`src/rtl/serial_adder_pkg.sv`:
```
// rtl/serial_adder_pkg.sv - shared types and helpers for the bit-serial adder
// Purpose: FSM state encoding and counter-width helper used by serial_adder.
// Ports: none (package).
package serial_adder_pkg;

    typedef enum logic [1:0] {
        IDLE = 2'd0,
        RUN  = 2'd1,
        DONE = 2'd2
    } state_e;

    // Counter must reach WIDTH after the final increment, hence WIDTH+1 values.
    function automatic int cnt_width(input int width);
        return $clog2(width + 1);
    endfunction

endpackage

```
`src/rtl/serial_adder_fa_cell.sv`:
```
// rtl/serial_adder_fa_cell.sv - combinational full adder from two half-adder stages
// Purpose: one-bit full adder; first half adder combines a_i/b_i, second adds cin_i,
//          carry-out is the OR of the two half-adder carries.
// Ports:
//   a_i, b_i  operand bits
//   cin_i     carry in
//   s_o       sum bit
//   cout_o    carry out
module fa_cell (
    input  logic a_i,
    input  logic b_i,
    input  logic cin_i,
    output logic s_o,
    output logic cout_o
);

    logic p1;
    logic g1;
    logic g2;

    // Stage 1 half adder.
    assign p1 = a_i ^ b_i;
    assign g1 = a_i & b_i;

    // Stage 2 half adder.
    assign s_o = p1 ^ cin_i;
    assign g2  = p1 & cin_i;

    // The two carries can never both be 1, so OR equals majority here.
    assign cout_o = g1 | g2;

endmodule

```
`src/rtl/serial_adder.sv`:
```
// rtl/serial_adder.sv - bit-serial WIDTH-bit adder, one bit per clock, LSB first
// Purpose: captures a, b, cin on an accepted start, adds one bit per cycle through a
//          single full-adder cell and a carry flop, then publishes {cout,sum} with a
//          one-cycle done pulse.
// Ports:
//   clk    rising-edge clock
//   rst    synchronous active-high reset
//   start  request, sampled only in IDLE or DONE
//   a, b   WIDTH-bit operands, cin carry-in (captured on accepted start)
//   busy   high while computing
//   done   one-cycle result-valid pulse
//   sum    registered WIDTH-bit result, cout registered carry-out
module serial_adder
    import serial_adder_pkg::*;
#(
    parameter int WIDTH = 8
) (
    input  logic             clk,
    input  logic             rst,
    input  logic             start,
    input  logic [WIDTH-1:0] a,
    input  logic [WIDTH-1:0] b,
    input  logic             cin,
    output logic             busy,
    output logic             done,
    output logic [WIDTH-1:0] sum,
    output logic             cout
);

    localparam int            CW   = cnt_width(WIDTH);
    localparam logic [CW-1:0] LAST = CW'(WIDTH - 1);

    state_e           state_q, state_d;
    logic [CW-1:0]    cnt_q, cnt_d;
    logic [WIDTH-1:0] sh_a_q, sh_a_d;
    logic [WIDTH-1:0] sh_b_q, sh_b_d;
    logic [WIDTH-1:0] ps_q, ps_d;
    logic             c_q, c_d;
    logic [WIDTH-1:0] sum_q, sum_d;
    logic             cout_q, cout_d;

    logic             fa_s;
    logic             fa_co;
    logic [WIDTH-1:0] ps_shift;

    fa_cell u_fa (
        .a_i    (sh_a_q[0]),
        .b_i    (sh_b_q[0]),
        .cin_i  (c_q),
        .s_o    (fa_s),
        .cout_o (fa_co)
    );

    // New sum bit enters at the MSB so that after WIDTH shifts bit 0 sits at the LSB.
    generate
        if (WIDTH == 1) begin : g_ps_one
            assign ps_shift = fa_s;
        end else begin : g_ps_wide
            assign ps_shift = {fa_s, ps_q[WIDTH-1:1]};
        end
    endgenerate

    always_comb begin
        state_d = state_q;
        cnt_d   = cnt_q;
        sh_a_d  = sh_a_q;
        sh_b_d  = sh_b_q;
        ps_d    = ps_q;
        c_d     = c_q;
        sum_d   = sum_q;
        cout_d  = cout_q;
        case (state_q)
            IDLE, DONE: begin
                if (start) begin
                    state_d = RUN;
                    sh_a_d  = a;
                    sh_b_d  = b;
                    c_d     = cin;
                    cnt_d   = '0;
                    ps_d    = '0;
                end else begin
                    state_d = IDLE;
                end
            end
            RUN: begin
                sh_a_d = sh_a_q >> 1;
                sh_b_d = sh_b_q >> 1;
                c_d    = fa_co;
                ps_d   = ps_shift;
                cnt_d  = cnt_q + CW'(1);
                // Outputs update only here, so partial sums are never visible.
                if (cnt_q == LAST) begin
                    state_d = DONE;
                    sum_d   = ps_shift;
                    cout_d  = fa_co;
                end
            end
            default: state_d = IDLE;
        endcase
    end

    always_ff @(posedge clk) begin
        if (rst) begin
            state_q <= IDLE;
            cnt_q   <= '0;
            sh_a_q  <= '0;
            sh_b_q  <= '0;
            ps_q    <= '0;
            c_q     <= 1'b0;
            sum_q   <= '0;
            cout_q  <= 1'b0;
        end else begin
            state_q <= state_d;
            cnt_q   <= cnt_d;
            sh_a_q  <= sh_a_d;
            sh_b_q  <= sh_b_d;
            ps_q    <= ps_d;
            c_q     <= c_d;
            sum_q   <= sum_d;
            cout_q  <= cout_d;
        end
    end

    assign busy = (state_q == RUN);
    assign done = (state_q == DONE);
    assign sum  = sum_q;
    assign cout = cout_q;

endmodule

```
`config.mk`:
```
export PLATFORM = sky130hd
export DESIGN_NAME = serial_adder
export DESIGN_NICKNAME = d
export VERILOG_FILES = /design/src/rtl/serial_adder_pkg.sv /design/src/rtl/serial_adder_fa_cell.sv /design/src/rtl/serial_adder.sv
export SDC_FILE = /design/constraint.sdc
export NUM_CORES = 1
export LEC_CHECK = 0
export ABC_AREA = 1
export CELL_PAD_IN_SITES_DETAIL_PLACEMENT = 0
export CELL_PAD_IN_SITES_GLOBAL_PLACEMENT = 2
export CORE_ASPECT_RATIO = 0.6
export CORE_MARGIN = 4
export CORE_UTILIZATION = 32
export CTS_CLUSTER_DIAMETER = 60
export DETAILED_ROUTE_END_ITERATION = 10
export GPL_ROUTABILITY_DRIVEN = 0
export PLACE_DENSITY = 0.9
export SYNTH_ARGS = -nofsm -noshare
export SYNTH_HDL_FRONTEND = slang
export SYNTH_SLANG_ARGS = --single-unit
```
`constraint.sdc`:
```
create_clock -name clk -period 3.3 [get_ports clk]
set_input_delay 0.66 -clock clk [delete_from_list [all_inputs] [get_ports clk]]
set_output_delay 0.66 -clock clk [all_outputs]
set_load 0.005 [all_outputs]
```
==> metrics.yaml, run 1 <==
run_status: "complete, no violations"
synth_area_um2: 1810
drc_errors: 0
fp.dieW_um: 105
nNetsFinal: 286
drt_iter0_markers: 85
power.leakage_nw: 0.899
cp_num_cells: 3
cts_buffer_depth: 2
rr_worst_depth: 5
path_buf_inv: 2
grt_pass1_wl_mm: 7.21
maxCapViolCount: 0
io_buffers: 30
core_um2: 5260
ant_nets: 0
setup_tns_ns: 0
synth-edff-count: 0
cts.repair.resized: 0
r2r_setup_slack_ns: 1.89
layout.cells.non_filler: 331
cts.sinks: 39
cts_root_buf: "clkbuf_8"
async_flop_share_pct: 0
synth_seq_cells: 39
diodes: 0
cp_max_fo: 17
fmax_mhz: 426
yosysWarningCount: 0
chipHeight_um: 66.2
worstSetupEndpointType: "primary output"
crit_path_cell_trace: "inv_4 -> nor2_4 -> clkdlybuf4s50_1"
grt_pass1_vias: 1445
reg2reg_to: "cout"
placed_cells: 323
drt_pass1_iterations: 4
design.die.area_um2: 6950
cp_slowest_cell: "clkdlybuf4s50_1"
clk_latency_ns: 0.30
grt_overflow: 0
hp-start: "sum[4]"
hold_violations: 0
reg2reg_from: "state_q[0]"
initial_utilization_pct: 34.4
min_path_cells: 2
startpoint_type: "flop"
dp_hpwl_mm: 2.79
path_class: "flop to primary output"
p_per_area_nw_per_um2: 496
drv_slew: 0
cts_max_level: 2
final_layout_size_suffix_gt1_share_pct: 6.04
cts_buffers: 5
period_share_pct: 71.1
area_delta_synth_final_pct: 22.4
setup_viol: 0
ys_types: 20
synthFlopType: "dfxtp_1"
rsz0062_at_grt: "false"
grt_max_degree: 30
clk_pin_slew_worst_paths_ns: 0.08
antenna_found_initial: 0
whs_endpoint: "sum[4]"
routedWlPerCell_um: 13.1
finClkSkew_ns: 0.00686
vias_per_cell: 4.82
tightest_slew_ns: 0.707
cts_hold_buf: 0
io_pins: 31
ir_drop_v: 0.000214
post_cts_buffers: 0
max_stage_delay_ns: 0.58
grt_util_all_layers_pct: 13.3
wirelength_mm: 4.35
cts_tree: "yes"
critPathArrivalTime_ns: 1.68
seq_area_frac_synth_pct: 43.2
synth_nets: 264
cp.required_ns: 2.64
vias: 1596
period_needed_ns: 2.34
max_slew_margin_pct: 52.7
rows: 20
hold_class: "flop to flop"
crit_family: "buffers and inverters"
syn_inst: 242
synth.avg_cell_area_um2: 7.47
fillers: 541
## per-stage QoR
| step | area, um2 | worst slack [ns] | power [mW] | hold WS [ns] | util [%] |
|---|---|---|---|---|---|
| after CTS | 2210 | 0.941 | 1.11 | 0.477 | 42.1 |
| after floorplan | 1810 | 1.87 | 0.603 | 0.456 | - |
| final | 2210 | 0.955 | 1.10 | 0.471 | 42.1 |
| after global placement | 2080 | 1.02 | 0.636 | 0.462 | 39.5 |
| after global routing | 2210 | 0.873 | 1.14 | 0.499 | 42.1 |
| after detailed placement | 2080 | 0.962 | 0.636 | 0.463 | 39.5 |
## tightest hold or removal path: stages (launching register included)
cell     delay (ns)
dfxtp_1        0.31
nand3_1        0.07
nand2_1        0.05
## per-layer routing
metal	track usage (%)	up-vias	share of wire, %
met4	5.40	0	1.5
met3	4.20	8	4.6
met5	0	-	0
li1	-	849	-
met1	20.1	705	57
met2	16.6	34	37
## how the worst max path moves through the flow
stage	from	end	slack (ns)
2_1_floorplan	state_q[0]	busy	1.87
3_3_place_gp	start	cnt_q[0]	1.02
3_5_place_dp	start	sh_a_q[1]	0.96
4_1_cts	state_q[0]	busy	0.94
5_1_grt	state_q[0]	busy	0.87
6_report	state_q[0]	busy	0.96
## cells in the mapped netlist, types with 2 or more instances
cell type   n  area [um2]
nand3_1    76         380
buf_4       2        15.0
clkbuf_1    3        11.3
nor2_1     12        45.0
inv_1      20        75.1
dfxtp_1    39         781
a21oi_1    28         140
buf_6       4        45.0
o21ai_0     2        10.0
nand2_1    39         146
buf_2       7        35.0
nand2_4     2        22.5
## cells in the final DEF (no fill, tap or decap), drive strengths merged
master	netlist	routed
nand3	76	76
nand2	42	42
dfxtp	39	39
clkdlybuf4s50	0	30
a21oi	28	28
inv	22	22
nor2	14	14
clkbuf	3	6
o21ai	2	2
bufinv	0	2
buf	14	2
fa	1	1
ha	1	1
## cell type report
class | instances | area, um2 | area share [%]
sequential | 39 | 781 | 35.3
tap | 66 | 82.6 | 3.74
multi-input combinational | 164 | 815 | 36.8
timing repair buffer | 32 | 315 | 14.3
clock inverter | 2 | 60.1 | 2.72
inverter | 22 | 85.1 | 3.85
clock buffer | 6 | 72.6 | 3.28
## flip-flops by register name, summed over array words and instances, names as in the netlist
| signal | cells |
|---|---|
| sh_a_q | 8 |
| sh_b_q | 8 |
| sum | 8 |
| ps_q | 7 |
| cnt_q | 4 |
| state_q | 2 |
| c_q | 1 |
| cout | 1 |
## cells by family (layout without fill, tap and decap cells)
kind of cell    after synthesis  after routing  synth area share (%)
flops                        39             39                  43.2
simple gates                132            132                  35.0
fa+ha+maj                     2              2                  1.80
compound gates               30             30                  8.31
buf+inv                      39             62                  11.7
## where the power goes
part	internal [mW]	leakage [nW]	total (mW)	switching (mW)
Sequential	0.488	0.317	0.500	0.0114
Clock	0.302	0.0654	0.474	0.171
Combinational	0.0495	0.516	0.124	0.0744
Total	0.840	0.899	1.10	0.257
(Power assumes the default switching activity.)
==> run 2: changes to the inputs <==
--- a/config.mk
+++ b/config.mk
@@ -10,11 +10,11 @@
 export CELL_PAD_IN_SITES_GLOBAL_PLACEMENT = 2
 export CORE_ASPECT_RATIO = 0.6
 export CORE_MARGIN = 4
-export CORE_UTILIZATION = 32
+export CORE_UTILIZATION = 26
 export CTS_CLUSTER_DIAMETER = 60
 export DETAILED_ROUTE_END_ITERATION = 10
 export GPL_ROUTABILITY_DRIVEN = 0
-export PLACE_DENSITY = 0.9
+export PLACE_DENSITY = 0.79
 export SYNTH_ARGS = -nofsm -noshare
 export SYNTH_HDL_FRONTEND = slang
 export SYNTH_SLANG_ARGS = --single-unit
==> constraint.sdc (replaced) <==
create_clock -name clk -period 2.11 [get_ports clk]
set_input_delay 0.422 -clock clk [delete_from_list [all_inputs] [get_ports clk]]
set_output_delay 0.422 -clock clk [all_outputs]
set_load 0.005 [all_outputs]
==> run 2 against run 1 <==
Non-clock buffer count rose by 3. Final cell count grew 6.9%. Die area grew 21%. Highest routed layer unchanged. Critical endpoint is now done.
==> metrics.yaml, run 2 (synthesis results as in run 1) <==
chipHeight_um: 72.6  # +9.6%
dp_hpwl_mm: 2.96  # +6.1%
drt_pass1_iterations: 4  # unchanged
wirelength_mm: 4.60  # +5.8%
crit_path_start: "state_q[1]"
setup_slack_ns: 0.174  # -0.781 ns
cts_root_buf: "clkbuf_16"
setup_viol: 0  # unchanged
cts_tree: "yes"
routedWlPerCell_um: 13.0  # -1.1%
cts_buffers: 5  # unchanged
grt_pass1_wl_mm: 7.59  # +5.3%
p_per_area_nw_per_um2: 763  # +54%
final_cell_mix: "nand3_1 (76), nand2_1 (39), dfxtp_1 (39)"
ant_nets: 0  # unchanged
io_buffers: 30  # unchanged
period_needed_ns: 1.94
setup_tns_ns: 0  # unchanged
vias: 1604  # +0.50%
drt_iter0_markers: 93  # +9.4%
hp-start: "sum[3]"
reg2reg_from: "state_q[1]"
design.die.area_um2: 8390  # +21%
cts.repair.resized: 0  # unchanged
fp.dieW_um: 116  # +10%
clk_pin_slew_worst_paths_ns: 0.06  # -0.02 ns
grt_overflow: 0  # unchanged
drv_slew: 0  # unchanged
rows: 23  # +15%
cts.sinks: 39  # unchanged
vias_per_cell: 4.53  # -6.0%
hold_class: "flop to flop"
critPathArrivalTime_ns: 1.51  # -0.17 ns
tightest_slew_ns: 0.589  # -0.119 ns
finClkSkew_ns: 0.00568  # -0.00118 ns
max_slew_margin_pct: 60.7  # +8.0 points
final_common_cell: "nand3_1"
cts_max_level: 2  # unchanged
final_layout_size_suffix_gt1_share_pct: 7.12  # +1.1 points
grt_pass1_vias: 1484  # +2.7%
cts_hold_buf: 0  # unchanged
run_status: "complete, no violations"
clk_latency_ns: 0.28  # -0.02 ns
worstSetupEndpointType: "primary output"
cp.required_ns: 1.69  # -0.95 ns
path_class: "flop to primary output"
rsz0062_at_grt: "false"
power.leakage_nw: 0.920  # +2.4%
hold_violations: 0  # unchanged
post_cts_buffers: 0  # unchanged
grt_max_degree: 30  # unchanged
fmax_mhz: 517
core_um2: 6710  # +28%
drc_errors: 0  # unchanged
startpoint_type: "flop"
cp_max_fo: 9  # -8
place_ws_ns: 0.347  # -0.614 ns
cts_buffer_depth: 2  # unchanged
antenna_found_initial: 0  # unchanged
period_share_pct: 91.7
ir_drop_v: 0.000308  # +44%
diodes: 0  # unchanged
initial_utilization_pct: 26.9  # -7.4 points
io_pins: 31  # unchanged
maxCapViolCount: 0  # unchanged
grt_util_all_layers_pct: 11.6  # -1.7 points
nNetsFinal: 289  # +1.0%
fillers: 730  # +35%
area_delta_synth_final_pct: 25.7
## run 2: cell types whose count changed in the layout (fill, tap and decap cells not counted), sizes merged
cell	delta
bufinv	-2
buf	+3
clkinv	+1
## run 2: layout make-up
class	instances	area [um2]	area share, %
Clock buffer	6	139	6.12
Clock inverter	1	5.00	0.220
Inverter	22	85.1	3.75
Multi-Input combinational cell	164	815	35.9
Sequential cell	39	781	34.4
Tap cell	87	109	4.79
Timing Repair Buffer	35	338	14.9
## run 2: report_power, final
part / switching, mW / internal [mW]
sequential: 0.0177 / 0.765
combinational: 0.118 / 0.0806
clock: 0.290 / 0.461
total: 0.426 / 1.31
## run 2: worst max-delay path, cell delays in order, from the launching register on
cell	delay, ns
dfxtp_1	0.38
inv_2	0.12
nor2_1	0.19
clkdlybuf4s50_1	0.55
## run 2: per-stage QoR
step / cells / util (%) / power (mW) / hold WS, ns / area [um2]
4_1_cts: 354 / 33.9 / 1.75 / 0.476 / 2270
3_5_place_dp: 347 / 31.7 / 0.999 / 0.464 / 2130
5_1_grt: 354 / 33.9 / 1.81 / 0.492 / 2270
6_report: 354 / 33.9 / 1.73 / 0.473 / 2270
3_3_place_gp: 347 / 31.7 / 1.00 / 0.463 / 2130
2_1_floorplan: 242 / - / 0.943 / 0.456 / 1810
## run 2: final timing paths
path	slack (ns)	depth (start not counted)	end
max	0.17	3	done
min	0.47	2	sum[3]
max reg2reg	0.66	6	sum[2]
min reg2reg	0.47	2	sum[3]
## run 2: metal layers
| metal | part of all wire, % | routed length [um] | global-route usage [%] | vias to the layer above |
|---|---|---|---|---|
| met5 | 0 | 0 | 0 | - |
| met4 | 0.63 | 29 | 3.86 | 0 |
| met3 | 5.5 | 254 | 3.15 | 4 |
| met2 | 38 | 1750 | 14.9 | 35 |
| met1 | 56 | 2570 | 18.1 | 714 |
| li1 | - | - | - | 851 |
==> run 3: changes to the inputs <==
--- a/config.mk
+++ b/config.mk
@@ -11,10 +11,11 @@
 export CORE_ASPECT_RATIO = 0.6
 export CORE_MARGIN = 4
 export CORE_UTILIZATION = 26
-export CTS_CLUSTER_DIAMETER = 60
+export CTS_CLUSTER_DIAMETER = 40
 export DETAILED_ROUTE_END_ITERATION = 10
 export GPL_ROUTABILITY_DRIVEN = 0
 export PLACE_DENSITY = 0.79
+export SLEW_MARGIN = 10
 export SYNTH_ARGS = -nofsm -noshare
 export SYNTH_HDL_FRONTEND = slang
 export SYNTH_SLANG_ARGS = --single-unit
==> results of run 3 <==
No change in the layout: final DEF, timing and power equal those of run 2.
